--- config.mk ---
export PLATFORM = sky130hd
export DESIGN_NAME = pzvip_tilelink_ad_tracker
export DESIGN_NICKNAME = d
export VERILOG_FILES = /design/src/rtl/pzvip_tilelink_ad_tracker.sv
export SDC_FILE = /design/constraint.sdc
export NUM_CORES = 1
export LEC_CHECK = 0
export ABC_AREA = 1
export BUFFER_PORTS_ARGS = -buffer_cell sky130_fd_sc_hd__buf_4
export CAP_MARGIN = 20
export CORE_MARGIN = 2
export CORE_UTILIZATION = 45
export DETAILED_ROUTE_END_ITERATION = 8
export GPL_ROUTABILITY_DRIVEN = 0
export MAX_ROUTING_LAYER = met4
export PLACE_DENSITY_LB_ADDON = 0.2
export SYNTH_ARGS = -nofsm -noshare
export SYNTH_HDL_FRONTEND = slang
export SYNTH_SLANG_ARGS = --single-unit
export TNS_END_PERCENT = 20
--- constraint.sdc ---
create_clock -name i_clk -period 3.1 [get_ports i_clk]
set_clock_uncertainty 0.15 [all_clocks]
set_input_delay 0 -clock i_clk [delete_from_list [all_inputs] [get_ports i_clk]]
set_output_delay 0 -clock i_clk [all_outputs]
set_load 0.005 [all_outputs]
--- src/rtl/pzvip_tilelink_ad_tracker.sv ---
`timescale 1ns/1ps
// pzvip_tilelink_ad_tracker
// Passive TileLink A/D tracker. Counts beats per message on both channels,
// keeps a per-source table of outstanding requests and checks every D
// response against the request that opened it. Drives no channel signals.
//
// Ports:
//   i_clk, i_rst_n             clock, asynchronous active-low reset
//   i_a_valid/ready/opcode/size/source   observed A channel
//   i_d_valid/ready/opcode/size/source   observed D channel
//   o_a_first/o_a_last         current A beat is first/last of its message (comb)
//   o_d_first/o_d_last         same for D
//   o_outstanding              number of valid table entries
//   o_error[4:0]               sticky: dup source, unexpected D, opcode
//                              mismatch, size mismatch, illegal opcode
//   o_error_pulse              one cycle after any cycle that set an error
//
// Build option: PZVIP_TILELINK_AD_TRACKER_TL_C_EN enables TL-C
// Acquire (A 6/7) and Grant/GrantData (D 4/5); otherwise they are illegal.
module pzvip_tilelink_ad_tracker #(
  parameter int DATA_WIDTH   = 64,
  parameter int SIZE_WIDTH   = 3,
  parameter int SOURCE_WIDTH = 4
) (
  input  logic                    i_clk,
  input  logic                    i_rst_n,
  input  logic                    i_a_valid,
  input  logic                    i_a_ready,
  input  logic [2:0]              i_a_opcode,
  input  logic [SIZE_WIDTH-1:0]   i_a_size,
  input  logic [SOURCE_WIDTH-1:0] i_a_source,
  input  logic                    i_d_valid,
  input  logic                    i_d_ready,
  input  logic [2:0]              i_d_opcode,
  input  logic [SIZE_WIDTH-1:0]   i_d_size,
  input  logic [SOURCE_WIDTH-1:0] i_d_source,
  output logic                    o_a_first,
  output logic                    o_a_last,
  output logic                    o_d_first,
  output logic                    o_d_last,
  output logic [SOURCE_WIDTH:0]   o_outstanding,
  output logic [4:0]              o_error,
  output logic                    o_error_pulse
);
  localparam int NSRC    = 2**SOURCE_WIDTH;
  localparam int BEAT_LG = $clog2(DATA_WIDTH/8);
  localparam int CNT_W   = 2**SIZE_WIDTH;  // holds up to 2**(2**SIZE_WIDTH-1) beats
  localparam int OW      = SOURCE_WIDTH+1;
`ifdef PZVIP_TILELINK_AD_TRACKER_TL_C_EN
  localparam logic TLC   = 1'b1;
  localparam int   CLS_W = 3;
`else
  localparam logic TLC   = 1'b0;
  localparam int   CLS_W = 2;
`endif
  localparam logic [CNT_W-1:0] ONE = 1;

  // Index of the last beat: 0 unless the message carries more bytes than one beat.
  function automatic logic [CNT_W-1:0] last_idx(logic data, logic [SIZE_WIDTH-1:0] size);
    int sh;
    sh = int'(size) - BEAT_LG;
    if (data && sh > 0) return (ONE << sh) - ONE;
    return '0;
  endfunction

  // Expected D class, stored as the D opcode it must match (Grant class = 4).
  function automatic logic [CLS_W-1:0] exp_cls(logic [2:0] op);
    logic [CLS_W-1:0] c;
    c = '0;
    case (op)
      3'd2, 3'd3, 3'd4: c = CLS_W'(1);
      3'd5:             c = CLS_W'(2);
`ifdef PZVIP_TILELINK_AD_TRACKER_TL_C_EN
      3'd6, 3'd7:       c = CLS_W'(4);
`endif
      default:          c = '0;
    endcase
    return c;
  endfunction

  function automatic logic cls_ok(logic [CLS_W-1:0] cls, logic [2:0] op);
`ifdef PZVIP_TILELINK_AD_TRACKER_TL_C_EN
    if (cls == CLS_W'(4)) return (op == 3'd4) || (op == 3'd5);
`endif
    return op == 3'(cls);
  endfunction

  logic [CNT_W-1:0] a_cnt_q, a_cnt_d, d_cnt_q, d_cnt_d;
  logic [NSRC-1:0] vld_q, vld_d;
  logic [NSRC-1:0][CLS_W-1:0] cls_q, cls_d;
  logic [NSRC-1:0][SIZE_WIDTH-1:0] size_q, size_d;
  logic [OW-1:0] out_q, out_d;
  logic [4:0] err_q, err_set;
  logic pulse_q;

  logic a_fire, a_legal, a_data, d_fire, d_legal, d_data, d_trk;
  logic d_old_v, d_rel_old, a_dup, a_try, a_alloc, byp, d_v, d_rel;
  logic [CLS_W-1:0] a_cls, d_cls;
  logic [SIZE_WIDTH-1:0] d_sz;

  assign a_fire  = i_a_valid & i_a_ready;
  assign a_legal = (i_a_opcode < 3'd6) | TLC;
  assign a_data  = a_legal & (i_a_opcode <= 3'd3);
  assign d_fire  = i_d_valid & i_d_ready;
  assign d_legal = (i_d_opcode == 3'd0) | (i_d_opcode == 3'd1) | (i_d_opcode == 3'd2) |
                   (i_d_opcode == 3'd6) |
                   (TLC & ((i_d_opcode == 3'd4) | (i_d_opcode == 3'd5)));
  assign d_data  = d_legal & ((i_d_opcode == 3'd1) | (i_d_opcode == 3'd5));
  assign d_trk   = d_fire & d_legal & (i_d_opcode != 3'd6);  // ReleaseAck untracked

  assign o_a_first = (a_cnt_q == '0);
  assign o_a_last  = (a_cnt_q == last_idx(a_data, i_a_size));
  assign o_d_first = (d_cnt_q == '0);
  assign o_d_last  = (d_cnt_q == last_idx(d_data, i_d_size));

  assign a_cls = exp_cls(i_a_opcode);

  // A release of an existing entry is resolved first so a same-cycle
  // allocation on that source is not a duplicate.
  assign d_old_v   = vld_q[i_d_source];
  assign d_rel_old = d_trk & o_d_last & d_old_v;
  assign a_dup     = vld_q[i_a_source] & ~(d_rel_old & (i_d_source == i_a_source));
  assign a_try     = a_fire & o_a_first & a_legal;
  assign a_alloc   = a_try & ~a_dup;
  // D lookup sees an allocation made in the same cycle on an empty slot.
  assign byp       = a_alloc & (i_a_source == i_d_source) & ~d_old_v;
  assign d_v       = d_old_v | byp;
  assign d_cls     = byp ? a_cls : cls_q[i_d_source];
  assign d_sz      = byp ? i_a_size : size_q[i_d_source];
  assign d_rel     = d_trk & o_d_last & d_v;

  always_comb begin
    err_set    = '0;
    err_set[0] = a_try & a_dup;
    err_set[1] = d_trk & o_d_first & ~d_v;
    err_set[2] = d_trk & o_d_first & d_v & ~cls_ok(d_cls, i_d_opcode);
    err_set[3] = d_trk & o_d_first & d_v & (i_d_size != d_sz);
    err_set[4] = (a_fire & ~a_legal) | (d_fire & ~d_legal);
  end

  always_comb begin
    vld_d  = vld_q;
    cls_d  = cls_q;
    size_d = size_q;
    if (d_rel) vld_d[i_d_source] = 1'b0;
    if (a_alloc) begin
      // A bypassed request closed by its own single-beat response stays free.
      if (!(byp && d_rel)) vld_d[i_a_source] = 1'b1;
      cls_d[i_a_source]  = a_cls;
      size_d[i_a_source] = i_a_size;
    end
    case ({a_alloc, d_rel})
      2'b10:   out_d = out_q + OW'(1);
      2'b01:   out_d = out_q - OW'(1);
      default: out_d = out_q;
    endcase
    a_cnt_d = a_cnt_q;
    if (a_fire) a_cnt_d = o_a_last ? '0 : a_cnt_q + ONE;
    d_cnt_d = d_cnt_q;
    if (d_fire) d_cnt_d = o_d_last ? '0 : d_cnt_q + ONE;
  end

  always_ff @(posedge i_clk or negedge i_rst_n) begin
    if (!i_rst_n) begin
      a_cnt_q <= '0;
      d_cnt_q <= '0;
      vld_q   <= '0;
      cls_q   <= '0;
      size_q  <= '0;
      out_q   <= '0;
      err_q   <= '0;
      pulse_q <= 1'b0;
    end else begin
      a_cnt_q <= a_cnt_d;
      d_cnt_q <= d_cnt_d;
      vld_q   <= vld_d;
      cls_q   <= cls_d;
      size_q  <= size_d;
      out_q   <= out_d;
      err_q   <= err_q | err_set;
      pulse_q <= |err_set;
    end
  end

  assign o_outstanding = out_q;
  assign o_error       = err_q;
  assign o_error_pulse = pulse_q;
endmodule

Yosys cells after proc, flatten, opt, wreduce, memory -nomap -nowiden
Cells that the tools add are included.
{"block": "totals", "inputBits": 26, "latchBits": 0, "ram_bits": 0, "reg_bits": 123, "memories": 0, "rom_bits": 0}
{"block": "op_classes", "mux": 33, "n_mul": 0, "n_addsub": 8, "n_lt_le_gt_ge": 8, "n_bitwise": 41, "n_reduce_logical": 11, "shift": 2, "n_eq_ne": 17, "div_mod_pow": 0}
{"operator": "1-bit by 32-bit left shift with 8-bit output, first input constant", "n": 2}
{"operator": "48-bit bitwise mux", "n": 1}
{"operator": "16-bit two-way mux", "n": 3}
{"operator": "8-bit two-way mux", "n": 6}
{"operator": "32-bit bitwise mux", "n": 1}
{"operator": "1-bit bitwise AND", "n": 24}
{"operator": "8-bit by 1-bit adder with 8-bit output, second input constant", "n": 2}
{"operator": "16-bit bitwise AND", "n": 1}
{"operator": "8-bit == test", "n": 2}
{"operator": "8-bit logical NOT", "n": 2}
{"operator": "16-bit NOT", "n": 1}
{"operator": "16-bit bitwise OR", "n": 1}
{"operator": "8-bit by 1-bit subtractor with 8-bit output, second input constant", "n": 2}
{"operator": "3-bit binary-select mux with 4-bit select", "n": 1}
{"operator": "3-bit demux with 4-bit select", "n": 1}
{"operator": "3-bit == test, second input constant", "n": 4}
{"operator": "4-bit by 5-bit less-than comparator with 1-bit output, second input constant", "n": 2}
{"operator": "5-bit case mux with 2 select lines", "n": 1}
{"operator": "3-bit by 2-bit == test with 1-bit output, second input constant", "n": 3}
{"operator": "3-bit two-way mux", "n": 3}
{"operator": "1-bit binary-select mux with 4-bit select", "n": 2}
{"operator": "2-bit binary-select mux with 4-bit select", "n": 1}
{"operator": "1-bit demux with 4-bit select", "n": 2}
{"operator": "2-bit demux with 4-bit select", "n": 1}
{"operator": "other kinds (25)", "n": 51}

Logic depth before layout (Yosys ltp)
{"block": "logic_depth", "depth_word": 24, "ltp_mapped": 31}

Least setup slack after synthesis
OpenSTA, ideal clock, no wires.
{"block": "synth_path", "path_type": "input to register", "startpoint": "input port i_d_size[0]", "endpoint": "register out_q[4] (netlist: o_outstanding[4])", "t_required_ns": 2.826, "path_buffers": 1, "slack_ns": -0.680, "t_arrival_ns": 3.506, "stages": 28, "setup_time_ns": 0.124, "path_cell_list": "ha_1 -> inv_1 -> nand3_2 -> ha_1 -> inv_1 -> nand3_1 -> nand2_1 -> nand3_1 -> nor2_1 -> nand2_1 -> nor2_2 -> nand4_2 -> a21oi_4 -> nand2_2 -> nand2_2 -> nand2_2 -> buf_6 -> inv_1 -> ha_1 -> xor2_1 -> ha_1 -> a21oi_1 -> o21ai_0 -> a21oi_1 -> inv_1 -> a21oi_1 -> o21ai_0 -> xnor2_1"}
{"block": "synth_via", "elab_chain_cells": 19, "elab_cells_between_ends": 24, "classes_between": "add/sub (2); order compare (1); eq/ne (3); shift (1); mux (4); bitwise (11); reduce/logical (2)"}
{"item": "from (decl)", "line": "35", "source": "input logic [SIZE_WIDTH-1:0] i_d_size,"}
{"item": "3-bit by 2-bit subtractor with 4-bit output *", "line": "61", "source": "sh = int'(size) - BEAT_LG;"}
{"item": "1-bit by 32-bit left shift with 8-bit output / 4-bit by 1-bit greater-than comparator with 1-bit output (equally long branches)", "line": "62", "source": "if (data && sh > 0) return (ONE << sh) - ONE;"}
{"item": "8-bit by 1-bit subtractor with 8-bit output / 1-bit logical AND (equally long branches)", "line": "62"}
{"item": "8-bit two-way mux / 1-bit two-way mux (equally long branches)", "line": "62"}
{"item": "8-bit two-way mux *", "line": "63", "source": "return '0;"}
{"item": "8-bit == test *", "line": "114", "source": "assign o_d_last = (d_cnt_q == last_idx(d_data, i_d_size));"}
{"item": "1-bit bitwise AND *", "line": "121, 130"}
{"item": "1-bit bitwise AND", "line": "121", "source": "assign d_rel_old = d_trk & o_d_last & d_old_v;"}
{"item": "[... 2 more ...]"}
{"item": "1-bit bitwise AND", "line": "122", "source": "assign a_dup = vld_q[i_a_source] & ~(d_rel_old & (i_d_source == i_a_source));"}
{"item": "1-bit NOT", "line": "124", "source": "assign a_alloc = a_try & ~a_dup;"}
{"item": "1-bit bitwise AND", "line": "124"}
{"item": "1-bit bitwise AND (2 in a row)", "line": "126", "source": "assign byp = a_alloc & (i_a_source == i_d_source) & ~d_old_v;"}
{"item": "1-bit bitwise OR", "line": "127", "source": "assign d_v = d_old_v | byp;"}
{"item": "1-bit bitwise AND", "line": "130", "source": "assign d_rel = d_trk & o_d_last & d_v;"}
{"item": "2-bit by 1-bit == test with 1-bit output / 2-bit == test (equally long branches)", "line": "152", "source": "case ({a_alloc, d_rel})"}
{"item": "5-bit case mux with 2 select lines / 2-bit nonzero test (equally long branches)"}
{"item": "to (signal assigned)", "line": "179", "source": "out_q <= out_d;"}
{"item": "to (decl)", "line": "92", "source": "logic [OW-1:0] out_q, out_d;"}
Mark *: on every way between the ends. The rest lies on a longest branch, timed or not. The select of a mux whose other input is x is not followed.
A chain may end at the register's enable or synchronous reset.

Worst setup path after layout
{"block": "layout_path", "startpoint": "register vld_q[2]", "endpoint": "register out_q[4] (netlist: o_outstanding[4])"}
{"block": "layout_via", "elab_chain_cells": 14, "elab_cells_between_ends": 19, "classes_between": "eq/ne (2); mux (5); bitwise (11); reduce/logical (1)"}
{"item": "from (decl)", "line": "89", "source": "logic [NSRC-1:0] vld_q, vld_d;"}
{"item": "from (signal assigned)", "line": "176", "source": "vld_q <= vld_d;"}
{"item": "1-bit binary-select mux with 4-bit select", "line": "120", "source": "assign d_old_v = vld_q[i_d_source];"}
{"item": "1-bit two-way mux (implied by the code)", "line": "120"}
{"item": "1-bit bitwise AND", "line": "121"}
{"item": "1-bit bitwise AND", "line": "122"}
{"item": "1-bit NOT", "line": "122"}
{"item": "1-bit bitwise AND", "line": "122"}
{"item": "1-bit NOT", "line": "124"}
{"item": "1-bit bitwise AND", "line": "124"}
{"item": "1-bit bitwise AND (2 in a row)", "line": "126"}
{"item": "1-bit bitwise OR", "line": "127"}
{"item": "1-bit bitwise AND", "line": "130"}
{"item": "2-bit by 1-bit == test with 1-bit output / 2-bit == test (equally long branches)", "line": "152"}
{"item": "5-bit case mux with 2 select lines / 2-bit nonzero test (equally long branches)"}
Parallel ways exist; a longest one is shown, timed or not. The select of a mux whose other input is x is not followed.

==> results.txt <==
post-synthesis cell count: 928
Synth top area share: 0.4297
Routed WL: 19.97 mm
CP max-delay cell: dfrtp_1
r2r setup slk: -0.03 ns
Yosys top cell by area: dfrtp_1
drt first pass iters: 6
starting DRC count in detailed routing: 569
Crit Reg-Reg Startpoint: vld_q[2]$_DFF_PN0_
Clk Latency, worst-skew pair: 0.43 ns
DP Wirelength: 14.06 mm
Peak Freq: 319.5 MHz
CTS Root Buffer Type: clkbuf_16
DRC: 0
critical-path cell list: inv_1 -> nand2_1 -> o21ai_1 -> o21ai_1 -> nand4_1 -> nor2_2 -> nand4_2 -> a21oi_4 -> nand2_2 -> nand2_2 -> nand2_4 -> inv_4 -> ha_4 -> xor2_2 -> ha_2 -> a21oi_2 -> o21ai_1 -> a21oi_1 -> inv_1 -> a21oi_1 -> o21ai_1 -> xnor2_1
startpoint types: flip-flop
Core Box Area: 15710 sq um
Row Count: 46
CP top delay family: compound AO/OA/AOI/OAI gates
WP buf/inv: 3
register area share after synthesis: 0.4297
diode count: 0
RSZ-0062 raised after global routing: yes
wire length per cell: 15.29 um
violated checks: negative setup slack
most used cell, CP: o21ai_1
Final Hold Viols: 0
Synth-to-Final Area Change: 28.56%
final setup margin: -0.02976 ns
Syn Nets: 967
CTS buffer count: 17
initial core utilization: 0.4559
most frequent cells in the layout: nand2_1, buf_4, dfrtp_1, o21ai_1, inv_1
critical path class: reg2reg
Die H: 130.2 um
Crit Path Max Fanout: 3
layout cells sized above 1: 0.2083
design area: 9209 sq um
Largest stage delay, worst path: 0.34 ns
outcome: complete, but fails checks
Max clock buf depth: 2
Worst EP required: 3.26 ns
largest net degree at the start of global routing: 75
via-per-instance ratio: 5.263
total gr overflow: 0
Worst IR Drop VDD: 444.8 uV
initial antenna violation count: 0
pwr dens: 501.2 nW/um^2
Max Slew Vio Count: 0
Synth cell types: 44
mapped cell area: 7163 sq um
Placed Instance Area: 8240 sq um
endpoints failing setup: 1
critical path arrival: 3.28 ns
Die ar.: 16940 sq um
Leak Pwr: 4.502 nW
HP Class: in2async
# nets final: 1116
Avg Inst Size Synth: 7.719 sq um
Finished Core Util: 0.5861
H-tree Lvls: 4
Vias: 6874
post-route ant nets: 0
commonest non-fill, non-tap cell in the layout: nand2_1
clk sinks: 123
fin crit period: 3.130 ns
IO Port Bufs: 40
r2r worst-path depth: 22
relative slew slack: 0.5439
I/O pins: 41
reg-to-reg endpoint: o_outstanding[4]$_DFFE_PN0P_
synth warn: 0
Worst Max-Slew Pin Slew: 0.6834 ns
CTS tree: yes
Die Width: 130.2 um
Clk pin slew, worst setup/hold paths: 0.06 ns
max_cap viols: 0
Tot GR Track Use: 0.2579
first-pass GRT wire length: 33.00 mm
Yosys reg bits: 123
Area contributors post-synth: dfrtp_1, nand2_1, o21ai_1, inv_1, nand3_1
Critical Path End Type: flip-flop
final period utilization: 1.010
vias in the first global route: 6552
[worst reg2reg max path, delay by kind of cell, from the launching register on]
| family | cells | cell delay (ns) |
|---|---|---|
| compound gates | 8 | 1.00 |
| xor+xnor | 2 | 0.20 |
| fa+ha+maj | 2 | 0.32 |
| buf+inv | 3 | 0.16 |
| flops | 1 | 0.34 |
| simple gates | 7 | 0.83 |
[synthesized netlist by cell type (all sizes together)]
| cell type | instances |
|---|---|
| clkbuf | 19 |
| o21ai | 135 |
| xnor2 | 5 |
| o211ai | 2 |
| nand3 | 58 |
| nor3 | 35 |
| a22oi | 5 |
| o221ai | 2 |
| clkinv | 5 |
| nand4 | 22 |
| o31ai | 20 |
| ha | 13 |
| nand3b | 7 |
| dfrtp | 123 |
| o21bai | 1 |
| nor2 | 69 |
| o21a | 2 |
| nand2 | 230 |
| buf | 22 |
| inv | 95 |
| nor4 | 6 |
| and3 | 1 |
| xor2 | 6 |
| o22ai | 24 |
| a21oi | 19 |
| o2111ai | 2 |
[worst max path at each step]
stage | from | end | slack, ns | cells past startpoint
after CTS | vld_q[2]$_DFF_PN0_ | o_outstanding[4]$_DFFE_PN0P_ | 0.01 | 22
after global placement | i_d_size[0] | o_outstanding[4]$_DFFE_PN0P_ | -0.31 | 29
after global routing | vld_q[2]$_DFF_PN0_ | o_outstanding[4]$_DFFE_PN0P_ | -0.27 | 22
after detailed placement | i_d_size[0] | o_outstanding[4]$_DFFE_PN0P_ | -0.44 | 28
after floorplan | i_d_size[0] | o_outstanding[4]$_DFFE_PN0P_ | -0.38 | 31
final | vld_q[2]$_DFF_PN0_ | o_outstanding[4]$_DFFE_PN0P_ | -0.03 | 22
[where the power goes]
| group | internal, mW | leakage (nW) | switching (mW) | total, mW |
|---|---|---|---|---|
| clock | 1.14 | 0.273 | 0.799 | 1.94 |
| combinational | 0.353 | 2.58 | 0.528 | 0.881 |
| sequential | 1.70 | 1.65 | 0.0956 | 1.80 |
[metal layers]
| metal | part of all wire | track usage |
|---|---|---|
| met1 | 0.45 | 0.3305 |
| met2 | 0.48 | 0.4145 |
| met3 | 0.038 | 0.04100 |
| met4 | 0.026 | 0.09551 |
| met5 | 0 | - |
[cells by family after synthesis]
family | Yosys count | synth area share
AO/OA/AOI/OAI | 212 | 0.1712
XOR/XNOR | 11 | 0.01345
AND/OR/NAND/NOR | 428 | 0.2697
buffers and inverters | 141 | 0.09327
adder cells (fa/ha/maj) | 13 | 0.02271
flip-flops | 123 | 0.4297
[metrics by stage]
step           worst slack, ns  std cells  hold WS [ns]  power [mW]  setup TNS, ns
5_1_grt                -0.2708       1306       0.05657       4.854         -1.060
4_1_cts                0.01362       1301      0.002288       4.627              0
6_report              -0.02976       1306       0.01351       4.616       -0.02976
3_5_place_dp           -0.4374       1236      -0.06085       2.636        -0.8950
3_3_place_gp           -0.3147       1236      -0.06400       2.627        -0.5642
2_1_floorplan          -0.3760        928       -0.4456       2.333        -0.4174
[registers in the layout (all words and copies together) (netlist names)]
name           count
o_error            5
o_error_pulse      1
size_q            48
a_cnt_q            8
d_cnt_q            8
cls_q             32
o_outstanding      5
vld_q             16
[layout make-up]
cell class              count  area (sq um)
fillers                  1443          6504
multi-input cells         664          3526
flip-flops and latches    123          3078
clock inverters            13         130.1
well taps                 216         270.3
clock buffers              19         442.9
inverters                 100         387.9
repair buffers            171          1374
[timing repair]
action	4_1_cts	5_1_grt
resized for setup	5	14
hold buffers	26	0
pin swaps	8	13
buffers inserted	7	5
endpoints found under the hold margin	122	0
endpoints found under the setup margin	1	14
Note: power is estimated with default switching activity, not from simulation.
